`src/rtl/sorted_stream_out_pkg.sv`:
```
// Shared definitions for the sorted-vector read side: element count,
// index width, FSM state encoding and the element slice helper.
package sorted_stream_out_pkg;

    // Element count of the default 64-element sorter (2*n with n=32).
    localparam int unsigned ELEM_COUNT = 64;

    // Index width needed to address 2*half elements (at least one bit).
    function automatic int unsigned idx_width(input int unsigned half);
        return (2 * half <= 2) ? 1 : $clog2(2 * half);
    endfunction

    typedef enum logic [1:0] {
        IDLE   = 2'd0,
        STREAM = 2'd1,
        DONE   = 2'd2
    } state_t;

    // Bit offset of element idx in a packed vector of width-bit elements.
    function automatic int unsigned elem_lsb(input int unsigned idx, input int unsigned width);
        return idx * width;
    endfunction

endpackage

```
`src/rtl/sorted_elem_mux.sv`:
```
// Combinational element selector: picks element [sel] out of a packed
// vector of 2*n WIDTH-bit elements. Also usable as a debug tap on the merger.
module sorted_elem_mux
    import sorted_stream_out_pkg::*;
#(
    parameter int WIDTH = 3,
    parameter int n     = 32,
    parameter int IDXW  = idx_width(n)
) (
    input  logic [2*n*WIDTH-1:0] vec,
    input  logic [IDXW-1:0]      sel,
    output logic [WIDTH-1:0]     elem
);

    // Indexed part-select of the requested element.
    assign elem = vec[elem_lsb(32'(sel), WIDTH) +: WIDTH];

endmodule

```
`src/rtl/sorted_stream_out.sv`:
```
// Read side of the odd-even merge sorter: captures the sorted vector on
// start and streams it out one element per accepted beat.
// Optional macro SORT_OUT_DESC_EN: emit the frame largest-first.
module sorted_stream_out
    import sorted_stream_out_pkg::*;
#(
    parameter int WIDTH = 3,
    parameter int n     = 32,
    parameter int IDXW  = idx_width(n)
) (
    input  logic                 clk,
    input  logic                 rst,
    input  logic                 start,
    input  logic [2*n*WIDTH-1:0] c_in,
    output logic                 busy,
    output logic                 out_valid,
    input  logic                 out_ready,
    output logic [WIDTH-1:0]     out_data,
    output logic [IDXW-1:0]      out_idx,
    output logic                 out_last,
    output logic                 done
);

    localparam int NE = 2 * n;
    localparam logic [IDXW-1:0] LAST_CNT = IDXW'(NE - 1);

`ifdef SORT_OUT_DESC_EN
    localparam logic [IDXW-1:0] FIRST_POS = LAST_CNT;
`else
    localparam logic [IDXW-1:0] FIRST_POS = '0;
`endif

    state_t               state;
    logic [2*n*WIDTH-1:0] shadow;
    logic [IDXW-1:0]      count;
    logic [IDXW-1:0]      next_count;
    logic [IDXW-1:0]      next_pos;
    logic [WIDTH-1:0]     next_elem;
    logic [WIDTH-1:0]     first_elem;

    // Beat counter always runs 0..NE-1; the emitted position is derived from it.
    assign next_count = count + IDXW'(1);

`ifdef SORT_OUT_DESC_EN
    assign next_pos = LAST_CNT - next_count;
`else
    assign next_pos = next_count;
`endif

    // Next element comes from the frozen shadow copy, never from c_in.
    sorted_elem_mux #(.WIDTH(WIDTH), .n(n), .IDXW(IDXW)) u_next_mux (
        .vec  (shadow),
        .sel  (next_pos),
        .elem (next_elem)
    );

    // First beat is taken straight from c_in so it appears one cycle after start.
    sorted_elem_mux #(.WIDTH(WIDTH), .n(n), .IDXW(IDXW)) u_first_mux (
        .vec  (c_in),
        .sel  (FIRST_POS),
        .elem (first_elem)
    );

    // Capture/stream/done FSM with all outputs registered.
    always_ff @(posedge clk) begin
        if (rst) begin
            state     <= IDLE;
            shadow    <= '0;
            count     <= '0;
            busy      <= 1'b0;
            out_valid <= 1'b0;
            out_data  <= '0;
            out_idx   <= '0;
            out_last  <= 1'b0;
            done      <= 1'b0;
        end else begin
            case (state)
                IDLE: begin
                    done <= 1'b0;
                    if (start) begin
                        shadow    <= c_in;
                        count     <= '0;
                        state     <= STREAM;
                        busy      <= 1'b1;
                        out_valid <= 1'b1;
                        out_idx   <= FIRST_POS;
                        out_data  <= first_elem;
                        out_last  <= (NE == 1);
                    end
                end
                STREAM: begin
                    if (out_valid && out_ready) begin
                        if (count == LAST_CNT) begin
                            out_valid <= 1'b0;
                            out_last  <= 1'b0;
                            done      <= 1'b1;
                            state     <= DONE;
                        end else begin
                            count    <= next_count;
                            out_idx  <= next_pos;
                            out_data <= next_elem;
                            out_last <= (next_count == LAST_CNT);
                        end
                    end
                end
                DONE: begin
                    done  <= 1'b0;
                    busy  <= 1'b0;
                    state <= IDLE;
                end
                default: state <= IDLE;
            endcase
        end
    end

endmodule

```
`config.mk`:
```
export PLATFORM = sky130hd
export DESIGN_NAME = sorted_stream_out
export DESIGN_NICKNAME = d
export VERILOG_FILES = /design/src/rtl/sorted_stream_out_pkg.sv /design/src/rtl/sorted_elem_mux.sv /design/src/rtl/sorted_stream_out.sv
export SDC_FILE = /design/constraint.sdc
export NUM_CORES = 1
export LEC_CHECK = 0
export CAP_MARGIN = 20
export CORE_MARGIN = 3
export CORE_UTILIZATION = 40
export DETAILED_ROUTE_END_ITERATION = 6
export PLACE_DENSITY = 0.68
export SYNTH_ARGS = -nofsm -noshare
export SYNTH_HDL_FRONTEND = slang
export SYNTH_SLANG_ARGS = --single-unit
```
`constraint.sdc`:
```
create_clock -name clk -period 3.8 [get_ports clk]
set_input_delay 0.38 -clock clk [delete_from_list [all_inputs] [get_ports clk]]
set_output_delay 0.38 -clock clk [all_outputs]
set_load 0.02 [all_outputs]
```
==> out/metrics.yaml <==
status: "finished clean"
ioPinCount: 209
fin_tns_setup_ns: 0
synth_seq_area_share: 0.455
path_class: "reg2reg"
max_freq_ghz: 0.343
clock_path_buffers: 3
vias: 7868
max_stage_delay_ns: 0.74
crit_required_ns: 4.21
dp.final_hpwl_um: 17000
root_buffer: "clkbuf_16"
holdWs_ns: 0.431
cts.sinks: 207
cp_max_fo: 27
grt_max_degree: 193
firstDrtPassIters: 5
setup_viol: 0
start_util: 0.412
cts_tree: "done"
regArea_um2: 4150
die_area_um2: 24600
cp_top_family: "XOR/XNOR gates"
synthCells: 1064
yosysWarnings: 0
dieHeight_um: 157
path_cells: "ha_1 > xor2_4 > mux2_2 > a21oi_1 > or4_1 > a41oi_1"
cts-resized-gates: 0
clkTransAtPathRegs_ns: 0.06
postCtsHoldBufs: 0
drv_slew: 0
max_slew_margin: 0.263
ant_nets: 0
slowest_stage: "xor2_4"
routed_wirelength_um: 24800
vdd_drop_max_v: 0.000224
gp_congestion: 0.857
synth_seq_cells: 207
row_count: 54
syn_avg_cell_area_um2: 8.56
post-cts-setup-buffer-count: 0
synth.distinct_cells: 52
finClkSkew_ns: 0.00649
drt-initial-drc-count: 501
area_growth_pct: 31.2
tightest_slew_ns: 1.11
syn-num-nets: 1262
drive_gt1_frac: 0.0738
critPathCaptureType: "flop"
rsz0062_at_grt: "no"
power_density_nw_per_um2: 422
worstPathArrival_ns: 3.33
synth_area_um2: 9100
antenna_found_initial: 0
die_w_um: 157
cp_num_buf_inv: 0
coreArea_um2: 22100
h-tree-depth: 1
clk_latency_ns: 0.49
leakagePower_nw: 4.43
design_area_um2: 11900
grt_pass1_vias: 7482
grt_overflow_total: 0
dp.cells: 1475
fillerInstances: 2061
cts-buffers-inserted: 23
synth-edff-count: 0
stdcell_count: 1513
layout_min_cycle_time_ns: 2.92
nets: 1418
multiInputGateArea_um2: 4550
place_area_um2: 11300
maxCapViolCount: 0
drcViolationCount: 0
portBuffers: 208
grt_usage: 0.194
hold_violations: 0
vias_per_cell: 5.20
antenna_cells: 0
synth-main-ff-cell: "dfxtp_1"
post_drt_wl_per_cell_um: 16.4
hp-class: "in2reg"
grt_pass1_wl_um: 38700
crit_path_start_kind: "flop"
async_flop_share: 0
fin_crit_sh: 0.768
## power breakdown
part	switching, mW	internal [mW]
logic	0.313	0.343
clock network	0.832	1.18
registers	0.0639	2.30
total	1.21	3.83
## Yosys cell counts (3+ instances only)
master,instances,area (um2)
nand2_1,394,1480
a21oi_1,209,1050
dfxtp_1,207,4140
clkbuf_1,70,263
mux4_2,34,766
mux4_1,16,420
nor2_1,16,60.1
mux2i_1,12,120
buf_2,7,35.0
inv_1,7,26.3
a221oi_1,6,52.6
nor2b_1,6,37.5
a211o_1,4,35.0
a41oi_1,4,35.0
buf_6,4,45.0
mux2_2,4,45.0
nor4_1,4,25.0
o31a_1,4,35.0
or3_1,4,25.0
and3b_1,3,26.3
nand3_1,3,15.0
nor3_1,3,15.0
o211ai_1,3,22.5
o21ai_0,3,15.0
## layout by cell type, fill, tap and decap left out, drive strengths merged, types with 2 or more instances in the layout
cell type / n
ha: 2
mux2i: 12
clkdlybuf4s50: 207
a211o: 4
o211ai: 3
and2b: 2
a21oi: 209
nor4: 4
nor2b: 6
nor3: 3
and3b: 3
inv: 8
mux4: 50
and3: 2
or4: 2
or3: 5
nand3: 4
buf: 11
o21bai: 2
and2: 2
a221oi: 6
clkinv: 5
o31a: 4
a21o: 2
dfxtp: 207
nand2: 394
clkbuf: 32
mux2: 4
nor2: 16
xor2: 2
o21ai: 3
a41oi: 4
## through the flow
stage	utilization	setup slack, ns	total power, mW
after global routing	0.540	0.634	5.24
after detailed placement	0.510	0.919	3.07
after CTS	0.540	0.901	5.08
after global placement	0.510	1.02	3.06
after floorplan	-	0.756	2.74
final	0.540	0.881	5.04
## per-layer routing
layer  global-route usage  vias to the layer above  routed length, um
li1                     -                     3955                  -
met1                0.269                     3639              10900
met2                0.313                      244              11700
met3               0.0426                       30               1840
met4               0.0404                        0                434
met5                    0                        -                  0
## sequential cells by signal, summed over array words and instances, names as in the netlist
| signal | count |
|---|---|
| shadow | 192 |
| count | 6 |
| out_data | 3 |
| state | 2 |
| busy | 1 |
| done | 1 |
| out_last | 1 |
| out_valid | 1 |
## cell families (layout without fill, tap and decap cells)
| group | Yosys count | in the layout | share of synthesized area |
|---|---|---|---|
| buffers and inverters | 95 | 264 | 0.0478 |
| DFF | 207 | 207 | 0.455 |
| xor gates and xnor gates | 3 | 3 | 0.00371 |
| muxes | 66 | 66 | 0.148 |
| adders and majority gates | 2 | 2 | 0.00275 |
| and+or+nand+nor | 448 | 448 | 0.197 |
| AOI/OAI and AO/OA | 243 | 243 | 0.145 |
## area by class of cell
| class | count | share of cell area |
|---|---|---|
| clock buffer | 32 | 0.0544 |
| clock inverter | 6 | 0.00272 |
| inverter | 8 | 0.00251 |
| multi-input combinational | 762 | 0.381 |
| sequential | 207 | 0.347 |
| tap | 280 | 0.0293 |
| timing repair buffer | 218 | 0.183 |
## final timing paths
kind / startpoint / endpoint / slack [ns] / cells past startpoint
setup reg to reg: count[1] / out_data[1] / 0.88 / 6
setup / recovery: count[1] / out_data[1] / 0.88 / 6
hold / removal: c_in[115] / shadow[115] / 0.43 / 3
hold reg to reg: shadow[137] / shadow[137] / 0.45 / 2
## tightest hold or removal path: stages
cell	delay [ns]
clkdlybuf4s50_1	0.39
nand2_1	0.05
a21oi_1	0.05
Power figures use the tool's default switching activity.
==> RTL change 1: new RTL, same flow settings <==
`n` is set to 32 in 2 places; all go to 64. Comments in the files are not updated.
--- a/src/rtl/sorted_elem_mux.sv
+++ b/src/rtl/sorted_elem_mux.sv
@@ -4,7 +4,7 @@
     import sorted_stream_out_pkg::*;
 #(
     parameter int WIDTH = 3,
-    parameter int n     = 32,
+    parameter int n     = 64,
     parameter int IDXW  = idx_width(n)
 ) (
     input  logic [2*n*WIDTH-1:0] vec,
--- a/src/rtl/sorted_stream_out.sv
+++ b/src/rtl/sorted_stream_out.sv
@@ -5,7 +5,7 @@
     import sorted_stream_out_pkg::*;
 #(
     parameter int WIDTH = 3,
-    parameter int n     = 32,
+    parameter int n     = 64,
     parameter int IDXW  = idx_width(n)
 ) (
     input  logic                 clk,
Interface: changed (resized c_in and out_idx); port bits go from 209 to 402. The function was not compared with the original's and may differ.
==> RTL change 1 against the original RTL <==
Combinational power up 110%. Setup slack worse by 0.29 ns. Design area up 91%. Maximum frequency down 9.0%. Wire length up 110%. Synthesized cell count up 93%. Hold slack worse by 0.065 ns. Clock skew up 0.013 ns. Synthesized area up 88%. Power up 100%. Sequential cell count up 193. Largest power group unchanged.
==> RTL change 1: results (changes against the original RTL) <==
| Metric | This run | vs unedited |
|---|---|---|
| Worst-path fanout max | 18 | -33% |
| Nets@finish | 2740 | +93% |
| Drt pass-1 iters | 5 | unchanged |
| Vias in the first global route | 15300 | +100% |
| Type of the tightest min-delay check | in -> reg |  |
| Endpoint of the worst-slack reg-to-reg timing path | out_data[1]$_SDFFE_PP0P_ |  |
| Hold_sp | rst |  |
| Register area share after synthesis | 46.8% | +1.3 points |
| R2r worst-path depth | 7 | +1 |
| Insertion delay of the later-clocked pin in the worst-skew pair | 0.56 ns | +0.07 ns |
| Largest registers | shadow: 384 flops, count: 7 flops, out_data: 3 flops |  |
| Met2 WL | 25.0 mm | +110% |
| Port buffer count | 401 | +93% |
| Worst slew margin | 39.1% | +13 points |
| Fraction of layout instances using a drive strength above 1 | 8.74% | +1.4 points |
| Buffer count from post-CTS setup fixing | 0 | unchanged |
| Top layer used by detailed routing | met5 |  |
| Distinct cell type count of the synthesized netlist | 50 | -3.8% |
| H-tree Lvls | 2 | +1 |
| Antenna violations before repair | 4 | +4 |
| Critical setup path kind | reg -> reg |  |
| Num CTS Buffers | 43 | +87% |
| Deepest clock path buffer count | 3 | unchanged |
| HPWL after detailed placement | 38.1 mm | +120% |
| Clock skew | 0.0193 ns | +0.0128 ns |
| Critical register-to-register path startpoint | count[0]$_SDFFE_PP0P_ |  |
| Worst vdd rail ir drop | 0.282 mV | +26% |
| Total nets after synthesis | 2440 | +93% |
| Top post-synthesis cells by count | sky130_fd_sc_hd__nand2_1, sky130_fd_sc_hd__dfxtp_1, sky130_fd_sc_hd__a21oi_1 |  |
| RePlAce Congestion | 0.889 | +3.8% |
| First-pass GRT wire length | 81.4 mm | +110% |
| Number of vias per cell after detailed routing | 5.27 | +1.4% |
| Share of flip-flops with an asynchronous set or reset | 0% | unchanged |
| Synth warnings | 0 | unchanged |
| Leakage power | 0.00833 uW | +88% |
| Gates resized, CTS repair | 0 | unchanged |
| Root Driver | sky130_fd_sc_hd__clkbuf_16 |  |
| Critical Path AT | 3.60 ns | +0.27 ns |
| Count of cells along the worst hold path | 2 | -1 |
| Cts hold-fix bufs | 0 | unchanged |
| Outcome | finished, final reports clean |  |
| Worst hold margin | 0.366 ns | -0.0650 ns |
| Routed length on met3 | 3.82 mm | +110% |
| Cell area after placement | 0.0214 mm2 | +90% |
| Met1 WL | 22.4 mm | +110% |
| Dominant synthesized flop cell | sky130_fd_sc_hd__dfxtp_1 |  |
| Register-to-register setup slack | 0.59 ns | -0.29 ns |
| Pin count of the biggest net entering global routing | 172 | -11% |
| Cell types occupying the most area after synthesis | sky130_fd_sc_hd__dfxtp_1, sky130_fd_sc_hd__nand2_1, sky130_fd_sc_hd__mux4_2 |  |
| 1st-iter DRT viols | 1209 | +140% |
| Global routing usage summed across all routing layers | 22.8% | +3.4 points |
| Min-Delay Endpoint | shadow[48]$_SDFFE_PP0P_ |  |
| Clock transition at path regs | 0.06 ns | about the same |
| Wire length per cell | 18.2 um | +11% |
## RTL change 1: cell types whose count changed after synthesis, sizes merged, moves of 6 or more
| cell | change |
|---|---|
| a21oi | +188 |
| a221oi | -6 |
| a32o | +6 |
| buf | +19 |
| clkbuf | +61 |
| dfxtp | +193 |
| inv | -6 |
| mux2 | +8 |
| mux4 | +46 |
| nand2 | +449 |
| o21ai | +14 |
| o22ai | +8 |
## RTL change 1: worst max path at each step
stage	slack [ns]	depth (start not counted)	to
floorplan	0.39	14	out_data[0]$_SDFFE_PP0P_
global placement	0.72	10	out_data[2]$_SDFFE_PP0P_
detailed placement	0.59	7	out_data[1]$_SDFFE_PP0P_
CTS	0.62	7	out_data[1]$_SDFFE_PP0P_
global route	0.34	7	out_data[1]$_SDFFE_PP0P_
finish	0.59	7	out_data[1]$_SDFFE_PP0P_
## RTL change 1: area by class of cell
type / count / area [um2]
fill: 3826 / 19300
multi-input combinational: 1481 / 8410
sequential: 400 / 8010
timing repair buffer: 422 / 4300
clock buffer: 64 / 1310
tap: 539 / 674
clock inverter: 12 / 93.8
inverter: 2 / 7.51
antenna: 1 / 2.50
## RTL change 1: stage by stage
stage / cells / worst slack, ns
floorplan: 2050 / 0.388
CTS: 2920 / 0.620
detailed placement: 2844 / 0.595
global placement: 2844 / 0.717
finish: 2921 / 0.593
global route: 2921 / 0.338
## RTL change 1: routing by layer
layer  up-vias  track usage [%]
met5         -                0
met2       522             37.4
met1      7244             29.8
met3       103             4.69
met4         6             8.81
li1       7526                -
## RTL change 1: logic make-up after synthesis
group | after synthesis | share of synthesized area [%]
simple gates | 901 | 20.3
xor+xnor | 3 | 0.241
flops | 400 | 46.8
compound gates | 455 | 14.1
mux | 120 | 14.1
fa+ha+maj | 2 | 0.146
buf+inv | 169 | 4.28
## RTL change 1: power breakdown
part / switching, uW / total [uW] / internal, uW
Combinational: 664 / 1380 / 714
Clock: 1680 / 4120 / 2440
Sequential: 142 / 4590 / 4450
## RTL change 1: worst max-delay path: stages (launching register included)
cell and delay (ns):
sky130_fd_sc_hd__dfxtp_4 0.55, sky130_fd_sc_hd__ha_1 0.60, sky130_fd_sc_hd__nand3_1 0.26, sky130_fd_sc_hd__o21ai_0 0.52, sky130_fd_sc_hd__nand2_1 0.33, sky130_fd_sc_hd__o41a_1 0.52, sky130_fd_sc_hd__a31oi_1 0.19, sky130_fd_sc_hd__nor4_1 0.07
==> RTL change 2: new RTL, same settings <==
Made on the original files. One comparison of `count` changes from == to >=.
--- a/src/rtl/sorted_stream_out.sv
+++ b/src/rtl/sorted_stream_out.sv
@@ -90,7 +90,7 @@
                 end
                 STREAM: begin
                     if (out_valid && out_ready) begin
-                        if (count == LAST_CNT) begin
+                        if (count >= LAST_CNT) begin
                             out_valid <= 1'b0;
                             out_last  <= 1'b0;
                             done      <= 1'b1;
Behaviour: same outputs for any inputs over 10 cycles, from zero or initial values and one cycle with rst high; that may be too few to reach the edited logic, so the function may still have changed.
==> RTL change 2 against the original RTL <==
Die area up 0.58%. Global-route usage up 0.61 points. Wire length up 3.5%. Non-clock buffer count up 2. Setup slack worse by 0.23 ns. Sequential cell count unchanged. Design area up 1.7%. Power up 5.9%. Synthesized area up 0.60%. Critical path type unchanged.
==> RTL change 2: results (changes against the original RTL) <==
| Metric | This run | vs unedited |
|---|---|---|
| Fraction of layout instances using a drive strength above 1 | 7.58% | +0.20 points |
| Distinct cell type count of the synthesized netlist | 48 | -7.7% |
| Max-slew violations | 0 | unchanged |
| Antenna Nets Post-Route | 0 | unchanged |
| Post-Route WL | 25.7 mm | +3.5% |
| Worst-path fanout max | 27 | unchanged |
| Critical Path AT | 3.58 ns | +0.25 ns |
| Worst vdd rail ir drop | 0.227 mV | +1.6% |
| Vias in the first global route | 7632 | +2.0% |
| Type of the tightest min-delay check | in -> reg |  |
| Buffer count from post-CTS setup fixing | 0 | unchanged |
| Register area share after synthesis | 45.2% | -0.27 points |
| Largest registers | shadow: 192 flops, count: 6 flops, out_data: 3 flops |  |
| Pin count of the biggest net entering global routing | 105 | -46% |
| Drt pass-1 iters | 7 | +2 |
| Outcome | finished, final reports clean |  |
| Insertion delay of the later-clocked pin in the worst-skew pair | 0.51 ns | +0.02 ns |
| Antenna violations before repair | 0 | unchanged |
| Dominant synthesized flop cell | sky130_fd_sc_hd__dfxtp_1 |  |
| First-pass GRT wire length | 39.9 mm | +3.1% |
| Ant diodes | 0 | unchanged |
| Layout filler cell count | 2027 | -1.6% |
| Nets@finish | 1421 | +0.21% |
| Leakage power | 0.00451 uW | +1.9% |
| RePlAce Congestion | 0.885 | +3.3% |
| Global routing usage summed across all routing layers | 20.0% | +0.61 points |
| Cell types occupying the most area after synthesis | sky130_fd_sc_hd__dfxtp_1, sky130_fd_sc_hd__nand2_1, sky130_fd_sc_hd__a21oi_1 |  |
| Synthesized netlist cell count | 1064 | unchanged |
| Clock transition at path regs | 0.06 ns | about the same |
| Port buffer count | 208 | unchanged |
| H-tree Lvls | 1 | unchanged |
| Slew of the pin with the lowest slew margin | 0.991 ns | -0.115 ns |
| Total nets after synthesis | 1262 | unchanged |
| Vias | 7986 | +1.5% |
| 1st-iter DRT viols | 634 | +27% |
| Deepest clock path buffer count | 3 | unchanged |
| Synth warnings | 0 | unchanged |
| Num CTS Buffers | 24 | +4.3% |
| Root Driver | sky130_fd_sc_hd__clkbuf_16 |  |
| Gates resized, CTS repair | 0 | unchanged |
| HPWL after detailed placement | 18.4 mm | +7.8% |
| Share of flip-flops with an asynchronous set or reset | 0% | unchanged |
| Count of non-filler cells in the finished layout | 1520 | +0.46% |
| Top post-synthesis cells by count | sky130_fd_sc_hd__nand2_1, sky130_fd_sc_hd__a21oi_1, sky130_fd_sc_hd__dfxtp_1 |  |
| Clock skew | 0.0118 ns | +0.00532 ns |
[RTL change 2: metrics by stage]
stage	hold WS, ns	utilization (%)	setup WS (ns)	instance area [um2]	power [uW]
finish	0.352	54.8	0.647	12100	5330
global route	0.402	54.8	0.434	12100	5540
CTS	0.348	54.8	0.632	12100	5360
detailed placement	0.444	51.2	0.649	11300	3080
global placement	0.439	51.2	0.743	11300	3070
floorplan	0.432	-	0.782	9160	2750
[RTL change 2: cell families after synthesis]
logic type	count (synthesis)	share of synthesized area (%)
simple gates	445	19.4
compound gates	245	14.8
flops	207	45.2
buf+inv	96	5.07
mux	66	14.8
xor+xnor	3	0.451
fa+ha+maj	2	0.273
[RTL change 2: cell type report]
class | count | share of cell area, %
multi-input combinational | 761 | 37.7
timing repair buffer | 220 | 18.4
inverter | 9 | 0.278
clock inverter | 7 | 0.763
clock buffer | 36 | 5.82
sequential | 207 | 34.2
tap | 280 | 2.89
[RTL change 2: metal layers]
layer / vias up / wire length, um / track usage (%)
met5: - / 0 / 0
met4: 0 / 479 / 4.17
met3: 34 / 2220 / 4.76
met2: 309 / 12000 / 32.2
met1: 3693 / 11000 / 27.6
li1: 3950 / - / -
[RTL change 2: final timing paths]
path	startpoint	endpoint	slack [ns]	cells past startpoint
max	count[0]$_SDFFE_PP0P_	out_data[1]$_SDFFE_PP0P_	0.65	6
min	rst	state[0]$_SDFFE_PP0P_	0.35	2
max reg2reg	count[0]$_SDFFE_PP0P_	out_data[1]$_SDFFE_PP0P_	0.65	6
min reg2reg	shadow[10]$_SDFFE_PP0P_	shadow[10]$_SDFFE_PP0P_	0.45	2
[RTL change 2: critical path: stages, from the launching register on]
cell and delay (ns):
sky130_fd_sc_hd__dfxtp_4 0.62, sky130_fd_sc_hd__ha_1 0.53, sky130_fd_sc_hd__xor2_4 0.81, sky130_fd_sc_hd__mux2_2 0.33, sky130_fd_sc_hd__o211ai_1 0.10, sky130_fd_sc_hd__or4_1 0.49
sky130_fd_sc_hd__a41oi_2 0.17
[RTL change 2: power by group]
part / total [uW] / internal (uW) / switching, uW
clock network: 2300 / 1420 / 879
registers: 2380 / 2300 / 83.7
logic: 652 / 350 / 302
total: 5330 / 4070 / 1260
